--- config.mk ---
export PLATFORM = sky130hd
export DESIGN_NAME = multiply_flat
export DESIGN_NICKNAME = d
export VERILOG_FILES = /design/src/rtl/multiply_if.sv /design/src/rtl/multiply.sv /design/src/flat_wrapper.sv
export SDC_FILE = /design/constraint.sdc
export NUM_CORES = 1
export LEC_CHECK = 0
export ABC_AREA = 1
export BUFFER_PORTS_ARGS = -buffer_cell sky130_fd_sc_hd__buf_2
export CAP_MARGIN = 20
export CORE_MARGIN = 2
export CORE_UTILIZATION = 50
export CTS_CLUSTER_DIAMETER = 80
export DETAILED_ROUTE_END_ITERATION = 7
export HOLD_SLACK_MARGIN = 0.06
export PLACE_DENSITY = 0.68
export REMOVE_ABC_BUFFERS = 1
export SLEW_MARGIN = 20
export SYNTH_ARGS = -nofsm -noshare
export SYNTH_HDL_FRONTEND = slang
export SYNTH_SLANG_ARGS = --single-unit
--- constraint.sdc ---
create_clock -name clk -period 9.95 [get_ports clk]
set_input_delay 0 -clock clk [delete_from_list [all_inputs] [get_ports clk]]
set_output_delay 0 -clock clk [all_outputs]
set_load 0.1 [all_outputs]
--- src/rtl/multiply_if.sv ---
// Request/response bundle of the sequential multiplier: operands and start in,
// busy, result, destination and completion strobe out.
interface multiply_if;
  logic        start_i;
  logic        signed_i;
  logic        long_i;
  logic        accumulate_i;
  logic [31:0] a_i;
  logic [31:0] b_i;
  logic [63:0] acc_i;
  logic [3:0]  dest_i;
  logic        busy_o;
  logic [63:0] m_result_o;
  logic [3:0]  dest_o;
  logic        write_dest_m_o;
  logic        n_o;
  logic        z_o;

  modport master (
    output start_i, signed_i, long_i, accumulate_i, a_i, b_i, acc_i, dest_i,
    input  busy_o, m_result_o, dest_o, write_dest_m_o, n_o, z_o
  );

  modport slave (
    input  start_i, signed_i, long_i, accumulate_i, a_i, b_i, acc_i, dest_i,
    output busy_o, m_result_o, dest_o, write_dest_m_o, n_o, z_o
  );
endinterface

--- src/rtl/multiply.sv ---
// Sequential 32x32 multiplier (one multiplier bit per cycle), optional signed
// operands, 32/64-bit result and accumulate, with N/Z flags.
module multiply (
  input  logic     clk,
  input  logic     rst,
  multiply_if.slave bus
);
  localparam int DATA_W = 32;

  typedef enum logic {IDLE, CALC} state_e;

  state_e state_q = IDLE;
  state_e state_d;
  logic [4:0] cnt_q = '0;
  logic       done;
  logic       accept;

  logic [2*DATA_W-1:0] mcand_p0;
  logic [DATA_W-1:0]   mplier_p0;
  logic [2*DATA_W-1:0] prod_p0;
  logic [2*DATA_W-1:0] acc_p0;
  logic                long_p0;
  logic                neg_p0;
  logic [3:0]          dest_p0;

  logic [2*DATA_W-1:0] prod_nxt;
  logic [2*DATA_W-1:0] result_nxt;

  logic [2*DATA_W-1:0] m_result_q = '0;
  logic [3:0]          dest_q     = '0;
  logic                strobe_q   = 1'b0;
  logic                n_q        = 1'b0;
  logic                z_q        = 1'b0;

  // Two's complement magnitude; 0x80000000 yields 0x80000000 read as unsigned 2^31.
  function automatic logic [DATA_W-1:0] magnitude(input logic signed [DATA_W-1:0] v,
                                                  input logic sgn);
    logic signed [DATA_W-1:0] neg_v;
    neg_v = -v;
    return (sgn && v[DATA_W-1]) ? DATA_W'(neg_v) : DATA_W'(v);
  endfunction

  function automatic logic [2*DATA_W-1:0] finalize(input logic [2*DATA_W-1:0] prod,
                                                   input logic neg,
                                                   input logic [2*DATA_W-1:0] acc,
                                                   input logic long_op);
    logic signed [2*DATA_W-1:0] p;
    logic [2*DATA_W-1:0] r;
    p = neg ? -$signed(prod) : $signed(prod);
    r = $unsigned(p) + acc;
    if (!long_op) r = {{DATA_W{1'b0}}, r[DATA_W-1:0]};
    return r;
  endfunction

  assign accept     = (state_q == IDLE) && bus.start_i;
  assign prod_nxt   = prod_p0 + (mplier_p0[0] ? mcand_p0 : '0);
  assign result_nxt = finalize(prod_nxt, neg_p0, acc_p0, long_p0);

  always_comb begin
    state_d = state_q;
    done    = 1'b0;
    case (state_q)
      IDLE: if (bus.start_i) state_d = CALC;
      CALC: begin
        if (cnt_q == 5'd31) begin
          state_d = IDLE;
          done    = 1'b1;
        end
      end
      default: state_d = IDLE;
    endcase
  end

  always_ff @(posedge clk) begin
    if (rst) begin
      state_q    <= IDLE;
      cnt_q      <= '0;
      strobe_q   <= 1'b0;
      m_result_q <= '0;
      dest_q     <= '0;
      n_q        <= 1'b0;
      z_q        <= 1'b0;
    end else begin
      state_q  <= state_d;
      strobe_q <= done;
      if (accept) cnt_q <= '0;
      else if (state_q == CALC) cnt_q <= cnt_q + 5'd1;
      if (done) begin
        m_result_q <= result_nxt;
        dest_q     <= dest_p0;
        n_q        <= long_p0 ? result_nxt[2*DATA_W-1] : result_nxt[DATA_W-1];
        z_q        <= long_p0 ? (result_nxt == '0) : (result_nxt[DATA_W-1:0] == '0);
      end
    end
  end

  // Operand capture (p0) and shift-add datapath; held constant outside CALC.
  always_ff @(posedge clk) begin
    if (accept) begin
      mcand_p0  <= {{DATA_W{1'b0}}, magnitude($signed(bus.a_i), bus.signed_i)};
      mplier_p0 <= magnitude($signed(bus.b_i), bus.signed_i);
      prod_p0   <= '0;
      acc_p0    <= !bus.accumulate_i ? '0 :
                   bus.long_i ? bus.acc_i : {{DATA_W{1'b0}}, bus.acc_i[DATA_W-1:0]};
      long_p0   <= bus.long_i;
      neg_p0    <= bus.signed_i & (bus.a_i[DATA_W-1] ^ bus.b_i[DATA_W-1]);
      dest_p0   <= bus.dest_i;
    end else if (state_q == CALC) begin
      prod_p0   <= prod_nxt;
      mcand_p0  <= mcand_p0 << 1;
      mplier_p0 <= mplier_p0 >> 1;
    end
  end

  assign bus.busy_o         = (state_q == CALC);
  assign bus.m_result_o     = m_result_q;
  assign bus.dest_o         = dest_q;
  assign bus.write_dest_m_o = strobe_q;
  assign bus.n_o            = n_q;
  assign bus.z_o            = z_q;

endmodule

--- src/flat_wrapper.sv ---
// flat-port wrapper written by rule: the top's interface ports become plain ports
module multiply_flat 
  (clk, rst, bus_start_i, bus_signed_i, bus_long_i, bus_accumulate_i, bus_a_i, bus_b_i, bus_acc_i, bus_dest_i, bus_busy_o, bus_m_result_o, bus_dest_o, bus_write_dest_m_o, bus_n_o, bus_z_o);
  multiply_if bus_i ();
  input  logic clk;
  input  logic rst;
  input wire logic [$bits(bus_i.start_i)-1:0] bus_start_i;
  input wire logic [$bits(bus_i.signed_i)-1:0] bus_signed_i;
  input wire logic [$bits(bus_i.long_i)-1:0] bus_long_i;
  input wire logic [$bits(bus_i.accumulate_i)-1:0] bus_accumulate_i;
  input wire logic [$bits(bus_i.a_i)-1:0] bus_a_i;
  input wire logic [$bits(bus_i.b_i)-1:0] bus_b_i;
  input wire logic [$bits(bus_i.acc_i)-1:0] bus_acc_i;
  input wire logic [$bits(bus_i.dest_i)-1:0] bus_dest_i;
  output wire logic [$bits(bus_i.busy_o)-1:0] bus_busy_o;
  output wire logic [$bits(bus_i.m_result_o)-1:0] bus_m_result_o;
  output wire logic [$bits(bus_i.dest_o)-1:0] bus_dest_o;
  output wire logic [$bits(bus_i.write_dest_m_o)-1:0] bus_write_dest_m_o;
  output wire logic [$bits(bus_i.n_o)-1:0] bus_n_o;
  output wire logic [$bits(bus_i.z_o)-1:0] bus_z_o;
  assign bus_i.start_i = bus_start_i;
  assign bus_i.signed_i = bus_signed_i;
  assign bus_i.long_i = bus_long_i;
  assign bus_i.accumulate_i = bus_accumulate_i;
  assign bus_i.a_i = bus_a_i;
  assign bus_i.b_i = bus_b_i;
  assign bus_i.acc_i = bus_acc_i;
  assign bus_i.dest_i = bus_dest_i;
  assign bus_busy_o = bus_i.busy_o;
  assign bus_m_result_o = bus_i.m_result_o;
  assign bus_dest_o = bus_i.dest_o;
  assign bus_write_dest_m_o = bus_i.write_dest_m_o;
  assign bus_n_o = bus_i.n_o;
  assign bus_z_o = bus_i.z_o;
  multiply u_core (.clk(clk), .rst(rst), .bus(bus_i));
endmodule
==> metrics.cfg <==
[pwr]
power.ir.vdd_worst_mv=0.1147
switching_share=0.4352
power_frac_comb=0.455
post-layout-total-power_uw=5315
power.internal_uw=3002
leakage_uw=0.01657
clkPwrFrac=0.268
seq_power_share=0.278
switching_power_uw=2313
pwr_density_cell_nw_per_um2=171.0

[logic_synthesis]
synth_compound_gate_area_share=0.09865
synth.lib_cells_used.distinct=50
ys_async_sr_fraction=0
muxShareOfSynthArea=0
synth-adder-area-share=0.06760
ys.flop_type=sky130_fd_sc_hd__dfxtp_1
synth.cells.most_frequent=1467 x sky130_fd_sc_hd__nand2_1, 830 x sky130_fd_sc_hd__inv_1, 383 x sky130_fd_sc_hd__nor2_1, 247 x sky130_fd_sc_hd__o21ai_0, 201 x sky130_fd_sc_hd__nand3_1
synthMostInstantiatedCell=sky130_fd_sc_hd__nand2_1
synth-seq-cells=307
synth_seq_area_share=0.2845
synth.area.top_cells=sky130_fd_sc_hd__nand2_1 21%, sky130_fd_sc_hd__edfxtp_1 15%, sky130_fd_sc_hd__dfxtp_1 13%, sky130_fd_sc_hd__inv_1 12%, sky130_fd_sc_hd__ha_1 6.6%
synthesis.area_um2=26320
post_synthesis_cell_count=4307
synth_edf_count=134
synthDominantAreaCellType=sky130_fd_sc_hd__nand2_1
synth-xor-area-share=0.05534
post_synth.cell_area_avg_um2=6.110
synthesis.yosys.warnings=0
synth_top_area_share=0.2092
synth_simple_gate_area_share=0.3614
dominant_combinational_cell_family_by_area_after_synthesis=simple AND/OR/NAND/NOR gates

[clock_tree]
cts.sinks=307
tritoncts=built
clk_transition_reported_paths_ns=0.07
cts-buffers-inserted=37
clk_root_buffer_cell=sky130_fd_sc_hd__clkbuf_16
post-cts-setup-buffers=0
insertion_delay_of_the_later_clocked_pin_in_the_worst_skew_pair_ns=0.59
clock_tree.htree_level_count=2
post_cts_resized=0
cts_max_path_buffers=3

[global_route]
grtUsageTotal=0.3429
first_global_vias=26320
globalRouteOverflowTotal=0
grt_antenna_before_repair=1
grt_first_pass_wirelength_mm=143.6
grt_start_max_net_pins=124

[sta]
hold-worst-slack_ns=0.05297
final_max_slew_viol_count=0
setup-violations-final=0
slew_headroom=0.3701
grt_setup_unrepaired=false
worst-slew-pin-transition_ns=0.9317
setup_tns_ns=0
fin_skew_ns=0.02454
fmax_ghz=0.1370
fin_hold_viols=0
finalCritPeriodShare=0.7334
period_minus_slack_ns=7.297

[worst_setup_path]
path_class=register to register
cpPeakStageDelay_ns=0.94
setup.worst_path.start_class=register
crit_required_ns=10.47
critical_path.max_fanout=24
crit_path_top_delay_cell=sky130_fd_sc_hd__edfxtp_1
critical_path_arrival_ns=7.82
most_repeated_library_cell_on_the_critical_path=sky130_fd_sc_hd__nand2_1
worst_setup_path_end_kind=register

[routing]
ant_nets=0
detail_route.iter0.violations=2164
drt-vias-per-instance=5.198
drc=0
routed_wirelength_mm=94.68
dr.pass1.iters=6
route.detailed.wl_per_inst_um=17.59
vias=27970

[die]
initial_core_util=0.5028
die_h_um=233.4
core.rowCount=84
io_pins=210
dieArea_um2=54490
die-width_um=233.4
core-area_um2=52340

[placement]
dpl.hpwl_mm=75.10
io_buffer_count=209
gp_congestion=1.051
dp.cells=5145

[finish]
finish.cell_count_without_fillers=5382
nNetsFinal=4944
drive_gt1_frac=0.08308
filler_cell_count=5197
layout.area.seq_um2=7487
antenna_cells=0
area_growth_pct=18.08
multi_input_comb_area_um2=15360

[job]
cap_violations=0

[min_path]
worstHoldPathType=input pin to register

[run_status]
status=completed

-- cells in the final DEF (no fill, tap or decap), drive strengths merged, types with 15 or more instances in the layout --
| cell type | count |
|---|---|
| nand2 | 1491 |
| inv | 851 |
| nor2 | 406 |
| o21ai | 251 |
| buf | 229 |
| nand3 | 212 |
| dfxtp | 173 |
| dlygate4sd3 | 168 |
| a21oi | 142 |
| ha | 139 |
| edfxtp | 134 |
| xor2 | 103 |
| nand4 | 69 |
| nor3 | 60 |
| xnor2 | 59 |
| clkbuf | 51 |
| o22ai | 31 |
| nand3b | 16 |
| o21bai | 15 |
| a22o | 15 |
-- power by group through the flow --
| stage | clock, µW | combinational (µW) | sequential (µW) |
|---|---|---|---|
| after detailed placement | 0 | 2300 | 1500 |
| after floorplan | 0 | 1590 | 1490 |
| final | 1420 | 2420 | 1480 |
| after CTS | 1440 | 2360 | 1470 |
| after global placement | 0 | 2300 | 1500 |
| after global routing | 1490 | 2650 | 1480 |
-- path summary, 6_finish.rpt --
path         cells past startpoint                   endpoint                       from  slack [ns]
max                             33             u_core.bus.z_o        u_core.mplier_p0[0]        2.65
min                              3          u_core.acc_p0[15]           bus_accumulate_i        0.05
max reg2reg                     33             u_core.bus.z_o        u_core.mplier_p0[0]        2.65
min reg2reg                      2  u_core.bus.m_result_o[54]  u_core.bus.m_result_o[54]        0.45
-- area by class of cell --
type | count | area share
sequential | 307 | 0.2409
clock inverter | 17 | 0.007368
clock buffer | 51 | 0.03350
timing repair buffer | 397 | 0.09325
inverter | 851 | 0.1028
tap | 688 | 0.02770
multi-input combinational | 3071 | 0.4944
-- per-stage QoR --
| stage | cell area, µm² | setup WS (ns) | utilization |
|---|---|---|---|
| finish | 31080 | 2.653 | 0.5937 |
| global route | 31080 | 2.095 | 0.5937 |
| CTS | 31050 | 2.750 | 0.5932 |
| detailed placement | 28100 | 2.821 | 0.5368 |
| global placement | 28100 | 2.794 | 0.5368 |
| floorplan | 26020 | 2.497 | - |
-- routing by layer --
layer / track usage / routed length, µm / up-vias
met2: 0.5745 / 43050 / 985
met4: 0.1741 / 5107 / 2
met1: 0.4403 / 40860 / 12600
met5: 0 / 13 / -
met3: 0.03198 / 5644 / 239
li1: - / - / 14150
-- worst max-delay path, delay by kind of cell (launching register included) --
kind                     cells  cell delay [ns]
buffers and inverters        6             0.53
AND/OR/NAND/NOR             19             3.59
AO/OA/AOI/OAI                3             0.56
XOR/XNOR                     2             0.61
flip-flops                   1             0.94
adder cells (fa/ha/maj)      3             0.99
-- sequential cells by signal (all words and copies together) (netlist names) --
name	cells
u_core.bus.dest_o	4
u_core.bus.busy_o	1
u_core.prod_p0	64
u_core.bus.n_o	1
u_core.bus.z_o	1
u_core.bus.m_result_o	64
u_core.long_p0	1
u_core.dest_p0	4
u_core.bus.write_dest_m_o	1
u_core.cnt_q	5
u_core.mcand_p0	64
u_core.mplier_p0	32
u_core.neg_p0	1
u_core.acc_p0	64
-- kinds of logic after synthesis --
family | Yosys count
and+or+nand+nor | 2290
buffers and inverters | 929
xor gates and xnor gates | 162
adders and majority gates | 141
AOI/OAI and AO/OA | 478
DFF | 307
-- what timing repair did --
action	CTS	global route
endpoints found under the hold margin	163	0
setup endpoints to repair	0	0
hold buffers	168	0
Power figures use the tool's default switching activity.
